**config.mk**
```make
export PLATFORM = sky130hd
export DESIGN_NAME = rt_gray_rx
export DESIGN_NICKNAME = d
export VERILOG_FILES = /design/src/rtl/rt_gray_rx.sv
export SDC_FILE = /design/constraint.sdc
export NUM_CORES = 1
export LEC_CHECK = 0
export ABC_AREA = 1
export BUFFER_PORTS_ARGS = -buffer_cell sky130_fd_sc_hd__buf_4
export CORE_MARGIN = 1
export CORE_UTILIZATION = 25
export DETAILED_ROUTE_END_ITERATION = 16
export PLACE_DENSITY = 0.5
export SYNTH_ARGS = -nofsm -noshare
export SYNTH_HDL_FRONTEND = slang
export SYNTH_SLANG_ARGS = --single-unit
```
**constraint.sdc**
```tcl
create_clock -name rt_i_clk -period 5.24 [get_ports rt_i_clk]
set_input_delay 1.048 -clock rt_i_clk [delete_from_list [all_inputs] [get_ports rt_i_clk]]
set_output_delay 1.048 -clock rt_i_clk [all_outputs]
set_load 0.05 [all_outputs]
```
**src/rtl/rt_gray_rx.sv**
```systemverilog
// rt_gray_rx
// Destination-side receiver for a gray-coded count produced in another clock
// domain. The gray bus is passed through a plain flop synchroniser, converted
// back to binary and registered. Every change of the registered binary value
// is classified as a +1 step, a -1 step or an illegal jump.
//
// Parameters:
//   W         gray/binary width in bits (2..32)
//   SYNC_STG  number of synchroniser flops (>= 2)
//
// Ports:
//   rt_i_clk        destination clock
//   rt_i_rst        asynchronous reset, active high
//   rt_i_gray       gray count, asynchronous to rt_i_clk
//   rt_i_err_clr    synchronous clear of the sticky error flag
//   rt_o_gray_sync  synchronised gray value (last synchroniser flop)
//   rt_o_bin        registered binary equivalent of rt_o_gray_sync
//   rt_o_vld        one-cycle pulse, legal +/-1 step observed
//   rt_o_dir        direction of the last legal step (0 = up, 1 = down)
//   rt_o_err        one-cycle pulse, illegal jump observed
//   rt_o_err_stky   sticky error flag
//   rt_o_eqnz       high when rt_o_bin is nonzero

module rt_gray_rx #(
    parameter int W        = 32,
    parameter int SYNC_STG = 2
) (
    input  logic         rt_i_clk,
    input  logic         rt_i_rst,
    input  logic [W-1:0] rt_i_gray,
    input  logic         rt_i_err_clr,
    output logic [W-1:0] rt_o_gray_sync,
    output logic [W-1:0] rt_o_bin,
    output logic         rt_o_vld,
    output logic         rt_o_dir,
    output logic         rt_o_err,
    output logic         rt_o_err_stky,
    output logic         rt_o_eqnz
);

    localparam logic [W-1:0] ONE = W'(1);
    localparam logic [W-1:0] ALL_ONES = '1;

    logic [W-1:0] sync_q [SYNC_STG];
    logic [W-1:0] g_s;
    logic [W-1:0] b_new;
    logic [W-1:0] diff;
    logic         step_up;
    logic         step_dn;
    logic         step_err;

    // Synchroniser chain: plain flops in series, no logic in between, so each
    // bit resolves metastability independently.
    always_ff @(posedge rt_i_clk or posedge rt_i_rst) begin
        if (rt_i_rst) begin
            for (int i = 0; i < SYNC_STG; i++) begin
                sync_q[i] <= '0;
            end
        end else begin
            sync_q[0] <= rt_i_gray;
            for (int i = 1; i < SYNC_STG; i++) begin
                sync_q[i] <= sync_q[i-1];
            end
        end
    end

    assign g_s            = sync_q[SYNC_STG-1];
    assign rt_o_gray_sync = g_s;

    // Gray to binary: each binary bit is the XOR of all gray bits at or above
    // it, which is the same as XOR-folding the gray value shifted right by
    // every amount from 0 to W-1.
    always_comb begin
        b_new = g_s;
        for (int i = 1; i < W; i++) begin
            b_new = b_new ^ (g_s >> i);
        end
    end

    // Step classification uses the modular binary difference, so wrap-around
    // counts as a legal step and a one-bit gray change that lands far away in
    // binary is still flagged.
    always_comb begin
        diff     = b_new - rt_o_bin;
        step_up  = (diff == ONE);
        step_dn  = (diff == ALL_ONES);
        step_err = (diff != '0) && !step_up && !step_dn;
    end

    // Registered outputs. The binary value always follows the synchronised
    // input, so the block realigns itself on the cycle after any error. A new
    // error outranks a simultaneous clear of the sticky flag.
    always_ff @(posedge rt_i_clk or posedge rt_i_rst) begin
        if (rt_i_rst) begin
            rt_o_bin      <= '0;
            rt_o_vld      <= 1'b0;
            rt_o_dir      <= 1'b0;
            rt_o_err      <= 1'b0;
            rt_o_err_stky <= 1'b0;
            rt_o_eqnz     <= 1'b0;
        end else begin
            rt_o_bin  <= b_new;
            rt_o_eqnz <= (b_new != '0);
            rt_o_vld  <= step_up || step_dn;
            rt_o_err  <= step_err;
            if (step_up) begin
                rt_o_dir <= 1'b0;
            end else if (step_dn) begin
                rt_o_dir <= 1'b1;
            end
            if (step_err) begin
                rt_o_err_stky <= 1'b1;
            end else if (rt_i_err_clr) begin
                rt_o_err_stky <= 1'b0;
            end
        end
    end

endmodule

```
==> results of run 1 <==
flip-flops by register name (all words and copies together), names as in the netlist:
register and count:
rt_o_gray_sync 32, rt_o_dir 1, rt_o_err 1, rt_o_err_stky 1
rt_o_eqnz 1, sync_q 32, rt_o_bin 32, rt_o_vld 1
per-stage QoR:
| stage | utilization [%] | total power, mW |
|---|---|---|
| 2_1_floorplan | - | 4.35 |
| 3_3_place_gp | 29.2 | 5.58 |
| 3_5_place_dp | 29.2 | 5.56 |
| 4_1_cts | 30.3 | 6.27 |
| 5_1_grt | 30.3 | 6.85 |
| 6_report | 30.3 | 6.23 |
cell usage in the layout (no fill, tap or decap), types with 19 or more instances in the layout:
cell type and count:
xor2_1 75, inv_1 153, nand2_1 282, nand4_1 19, a21oi_1 28, dfrtp_1 101
xnor2_1 57, nand3_1 61, buf_4 109, nor2_1 73, ha_1 33
worst paths after layout:
check	start	depth (start not counted)	to
worst max-delay path	rt_o_gray_sync[31]	24	rt_o_dir
worst min-delay path	sync_q[56]	0	rt_o_gray_sync[24]
worst max register to register	rt_o_gray_sync[31]	24	rt_o_dir
worst min register to register	sync_q[56]	0	rt_o_gray_sync[24]
max in group asynchronous	rt_i_rst	3	rt_o_eqnz
min in group asynchronous	rt_i_rst	2	sync_q[59]
logic make-up (layout without fill, tap and decap cells):
family	count (synthesis)	count (layout)	share of synthesized area (%)
buffers and inverters	191	281	11.3
and+or+nand+nor	470	470	26.6
adders and majority gates	34	34	5.82
xor gates and xnor gates	146	146	19.1
DFF	101	101	34.0
AOI/OAI and AO/OA	46	46	3.16
area by class of cell:
type | instances | area, um^2
fill | 3177 | 20200
multi-input combinational | 696 | 4070
sequential | 101 | 2530
timing repair buffer | 109 | 818
inverter | 156 | 588
tap | 384 | 480
clock buffer | 10 | 239
clock inverter | 6 | 62.6
metal layers:
metal / part of all wire, % / GRT usage, % / vias up / routed length (um)
li1: - / - / 3175 / -
met5: 0 / 0 / - / 0
met3: 3.6 / 2.27 / 23 / 726
met2: 49 / 23.7 / 120 / 10000
met4: 2.0 / 4.24 / 0 / 414
met1: 45 / 17.5 / 2791 / 9250
where the power goes:
part / switching [mW] / total, mW / internal (mW)
sequential: 0.108 / 1.02 / 0.912
combinational: 3.08 / 4.52 / 1.45
clock: 0.334 / 0.684 / 0.349
total: 3.52 / 6.23 / 2.71
==> flow_summary.ini, run 1 <==
[setup_path]
worst-path-max-fanout = 7
critical_path.slowest_cell = dfrtp_1
worstPathArrival_ns = 5.05
crit_family = simple AND/OR/NAND/NOR gates
start_kind = flop
path_common_cell = nand2_1
endpoint_kind = flop
cp.buffers_inverters = 2
cp_data_required_time_ns = 5.50
reg2reg_slack_ns = 0.45
cpPeakStageDelay_ns = 0.56
path_cells = xnor2_2, xnor2_4, xor2_2, xor2_2, inv_1, nand2_1, nand2_1, ha_1, inv_1, fa_1, nand3_1, nand2_1, nand2_1, nand2_1, nand2_1, nand2_1, nand2_1, nand2_1, nand2_1, nor2_1, nand3_1, nor2_1, nand4_1, and2_1
crit_type = flop to flop

[flow_run]
maxCapViolations = 0

[sta]
tns_ns = 0
slew_headroom_pct = 52.8
setup_viol = 0
final_hold_viol_count = 0
max_freq_mhz = 209
finalCritPeriodShare_pct = 91.4
drv_slew = 0
skew_ns = 0.0114
rsz0062_at_grt = no
hold_ws_ns = 0.347
finalWorstSetupSlack_ns = 0.448
fin_crit_ns = 4.79
worst_pin_slew_ns = 0.708

[power_and_ir_drop]
ir_worst_vdd_v = 0.000223
power_leakage_nw = 4.57
p_per_area_mw_per_mm2 = 709

[logic_synthesis]
synth.distinct_cells = 30
synth-edff-count = 0
syn_area_mm2 = 0.00743
yosys.area.top_type = dfrtp_1
synthTopCellsByArea = dfrtp_1 (34%), nand2_1 (14%), xor2_1 (8.8%)
async_reset_ff_share_pct = 100
ys_seq_area_share_pct = 34.0
synth_fp_nets = 1057
avgSynthCellArea_um2 = 7.52
yosysMostFrequentCell = nand2_1
synth.ff_latch_count = 101
netlist_top_cells_count = nand2_1 (282), inv_1 (154), dfrtp_1 (101)
ys_warn_count = 0
ys.flop_type = dfrtp_1
synth_top_area_share_pct = 34.0
syn_inst = 988

[cells_and_area]
drive_gt1_share_pct = 13.5
layout.nets = 1142
fin_area_mm2 = 0.00878
fin_cells = 1462
areaGrowthSynthToFinish_pct = 18.1
diodes = 0

[clocking]
cts_resized = 0
postCtsSetupBuffers = 0
clk_pin_slew_ns = 0.08
ctsHtreeMaxLevel = 3
clock_tree.root_cell = clkbuf_16
clock_latency_ns = 0.36
clock_path_buffers = 2
postCtsHoldBufs = 0
cts_tree = done
clock-sinks = 101
numCtsBuffers = 9

[global_route]
grt_pass1_wl_um = 32300
antenna_found_initial = 0
grt_max_degree = 61
grt_overflow = 0
track_usage_pct = 13.8
grt_pass1_vias = 6053

[drt]
avgViaCountPerCell = 4.18
routedWlPerCell_um = 13.9
drtAntennaViolNets = 0
via_count = 6109
drtPass1Iterations = 5
drt_wl_total_um = 20400
drc = 0
drtIter0Drc = 328

[floorplanning]
initial_core_util_pct = 25.6
io_pins = 104
dieArea_mm2 = 0.0304
die_height_um = 174
std_cell_rows = 62
fp.coreArea_mm2 = 0.0290
die_w_um = 174

[place]
dpl.cell_count = 1446
placement.cell_area_mm2 = 0.00848
post-place-ws_ns = 0.413
gp_congestion = 0.890
portBuffers = 103
dpl.hpwl_um = 17500

[hold_path]
hp-class = flop to flop

[run_status]
status = complete, no violations
Power figures use the tool's default switching activity.
==> inputs of run 2 (changes only) <==
--- a/config.mk
+++ b/config.mk
@@ -5,12 +5,11 @@
 export SDC_FILE = /design/constraint.sdc
 export NUM_CORES = 1
 export LEC_CHECK = 0
-export ABC_AREA = 1
 export BUFFER_PORTS_ARGS = -buffer_cell sky130_fd_sc_hd__buf_4
 export CORE_MARGIN = 1
 export CORE_UTILIZATION = 25
 export DETAILED_ROUTE_END_ITERATION = 16
-export PLACE_DENSITY = 0.5
+export PLACE_DENSITY = 0.51
 export SYNTH_ARGS = -nofsm -noshare
 export SYNTH_HDL_FRONTEND = slang
 export SYNTH_SLANG_ARGS = --single-unit
==> run 2 against run 1 <==
- the flow now finishes with violations (DRC, setup timing)
- register-to-register slack worse by 0.59 ns
- clock-buffer cell count up 2
- first-iteration DRC count down 49%
- synthesized area down 24%
- flip-flop and latch count unchanged
- die area down 24%
- worst setup slack worse by 0.59 ns
- hold slack worse by 0.0087 ns
- via count down 30%
- non-clock buffer count up 93
- core utilization up 5.6 points
- critical path type unchanged
==> flow_summary.ini, run 2 <==
[cells_and_area]
drive_gt1_share_pct = 39.1
final_common_cell = buf_4
regArea_mm2 = 0.00253
diodes = 0
layout.nets = 775
fillers = 2198
final_cell_mix = buf_4 (196), dfrtp_1 (101), inv_1 (44)
areaGrowthSynthToFinish_pct = 40.3
fin_area_mm2 = 0.00789
multi_input_area_mm2 = 0.00300
finish.utilization_pct = 35.9

[floorplanning]
die_w_um = 152
initial_core_util_pct = 25.6
dieArea_mm2 = 0.0231
die_height_um = 152
std_cell_rows = 54
fp.coreArea_mm2 = 0.0220
io_pins = 104

[clocking]
clock-sinks = 101
postCtsHoldBufs = 0
clock_path_buffers = 2
clock_tree.root_cell = clkbuf_16
cts_tree = done
ctsHtreeMaxLevel = 3
clock_latency_ns = 0.35
clk_pin_slew_ns = 0.08
numCtsBuffers = 9

[logic_synthesis]
synth.distinct_cells = 58
synth_top_area_share_pct = 45.0
yosysMostFrequentCell = dfrtp_1
yosys.area.top_type = dfrtp_1
synth_fp_nets = 607
synth-edff-count = 0
netlist_top_cells_count = dfrtp_1 (101), xnor2_1 (47), inv_1 (46)
synth.ff_latch_count = 101
ys_seq_area_share_pct = 45.0
syn_area_mm2 = 0.00562
ys_warn_count = 0
synthTopCellsByArea = dfrtp_1 (45%), ha_1 (7.3%), xnor2_1 (7.3%)
async_reset_ff_share_pct = 100
syn_inst = 538
avgSynthCellArea_um2 = 10.4
ys.flop_type = dfrtp_1

[sta]
drv_slew = 0
tns_ns = -0.460
setup_viol = 4
finalWorstSetupSlack_ns = -0.145
max_freq_mhz = 186
finalCritPeriodShare_pct = 103
worst_pin_slew_ns = 0.883
rsz0062_at_grt = yes
final_hold_viol_count = 0
hold_ws_ns = 0.339
fin_crit_ns = 5.38
skew_ns = 0.0107
slew_headroom_pct = 41.1

[setup_path]
worstPathArrival_ns = 5.60
crit_family = XOR/XNOR gates
worst-path-max-fanout = 3
cp_data_required_time_ns = 5.46
critical_path.slowest_cell = or4_4
cp.buffers_inverters = 2
cpPeakStageDelay_ns = 0.54
endpoint_kind = flop
start_kind = flop
path_common_cell = xnor2_4
path_cells = xor2_1, xnor2_1, xor2_2, xor2_2, xnor2_4, buf_12, xnor2_4, xnor2_4, xor2_4, xor2_4, ha_4, nor2_4, a21oi_1, xnor2_1, or4_4, nor4_4, nand4b_1, or4b_4, nor4b_2, and4_1, buf_4, o22ai_1
crit_type = flop to flop

[global_route]
grt_pass1_wl_um = 23200
grt_max_degree = 72
antenna_found_initial = 0
track_usage_pct = 13.0
grt_pass1_vias = 4417
grt_overflow = 0

[drt]
drtPass1Iterations = 10
drt_wl_total_um = 14600
drtAntennaViolNets = 0
routedWlPerCell_um = 14.8
via_count = 4268
avgViaCountPerCell = 4.31
drtIter0Drc = 167
drc = 6

[place]
placement.cell_area_mm2 = 0.00717
portBuffers = 103
gp_congestion = 0.861
dpl.hpwl_um = 11800

[flow_run]
maxCapViolations = 0

[hold_path]
hp-class = flop to flop

[run_status]
violations = DRC, setup timing
status = finished with violations
[run 2: layer usage]
metal	vias to the layer above	wire length (um)	global-route usage, %
li1	2156	-	-
met5	-	0	0
met1	2018	6160	15.2
met4	0	210	4.42
met3	15	436	2.17
met2	79	7840	23.9
[run 2: worst reg2reg max path, cell delays in order, from the launching register on]
cell and delay (ns):
dfrtp_1 0.39, xor2_1 0.17, xnor2_1 0.26, xor2_2 0.23
xor2_2 0.29, xnor2_4 0.15, buf_12 0.15, xnor2_4 0.14
xnor2_4 0.29, xor2_4 0.31, xor2_4 0.22, ha_4 0.25
nor2_4 0.10, a21oi_1 0.06, xnor2_1 0.16, or4_4 0.54
nor4_4 0.23, nand4b_1 0.13, or4b_4 0.50, nor4b_2 0.27
and4_1 0.24, buf_4 0.11, o22ai_1 0.06
[run 2: path summary, 6_finish.rpt]
path	startpoint	endpoint	slack, ns	cells past startpoint
hold / removal	sync_q[36]	rt_o_gray_sync[4]	0.34	0
min in group asynchronous	rt_i_rst	rt_o_gray_sync[2]	0.90	2
hold reg to reg	sync_q[36]	rt_o_gray_sync[4]	0.34	0
max in group asynchronous	rt_i_rst	rt_o_gray_sync[19]	3.40	3
setup / recovery	rt_o_gray_sync[27]	rt_o_err_stky	-0.14	22
setup reg to reg	rt_o_gray_sync[27]	rt_o_err_stky	-0.14	22
[run 2: cell families after synthesis]
| family | Yosys count | synth area share [%] |
|---|---|---|
| flops | 101 | 45.0 |
| buf+inv | 91 | 8.22 |
| xor+xnor | 89 | 15.5 |
| fa+ha+maj | 34 | 7.70 |
| simple gates | 111 | 10.3 |
| compound gates | 112 | 13.2 |
[run 2: timing repair]
item                                    CTS  global route
endpoints found under the setup margin    4             4
pin swaps                                36            35
buffers inserted                          6             7
hold endpoints to repair                  0             0
resized for setup                        27            29
[run 2: stage by stage]
step / setup slack, ns / std cells
global route: -0.438 / 991
finish: -0.145 / 991
floorplan: -0.0641 / 538
global placement: -0.239 / 962
detailed placement: -0.336 / 962
CTS: -0.103 / 984
[run 2: final cells by class]
cell class              instances  share of cell area (%)
repair buffers                202                    19.7
clock inverters                 4                   0.381
clock buffers                  12                    3.13
multi-input cells             346                    38.0
inverters                      46                    2.22
flip-flops and latches        101                    32.0
well taps                     280                    4.44
Power of run 2 is not shown: default switching activity piles up to over one toggle a cycle in this logic, so the estimate is an artifact.
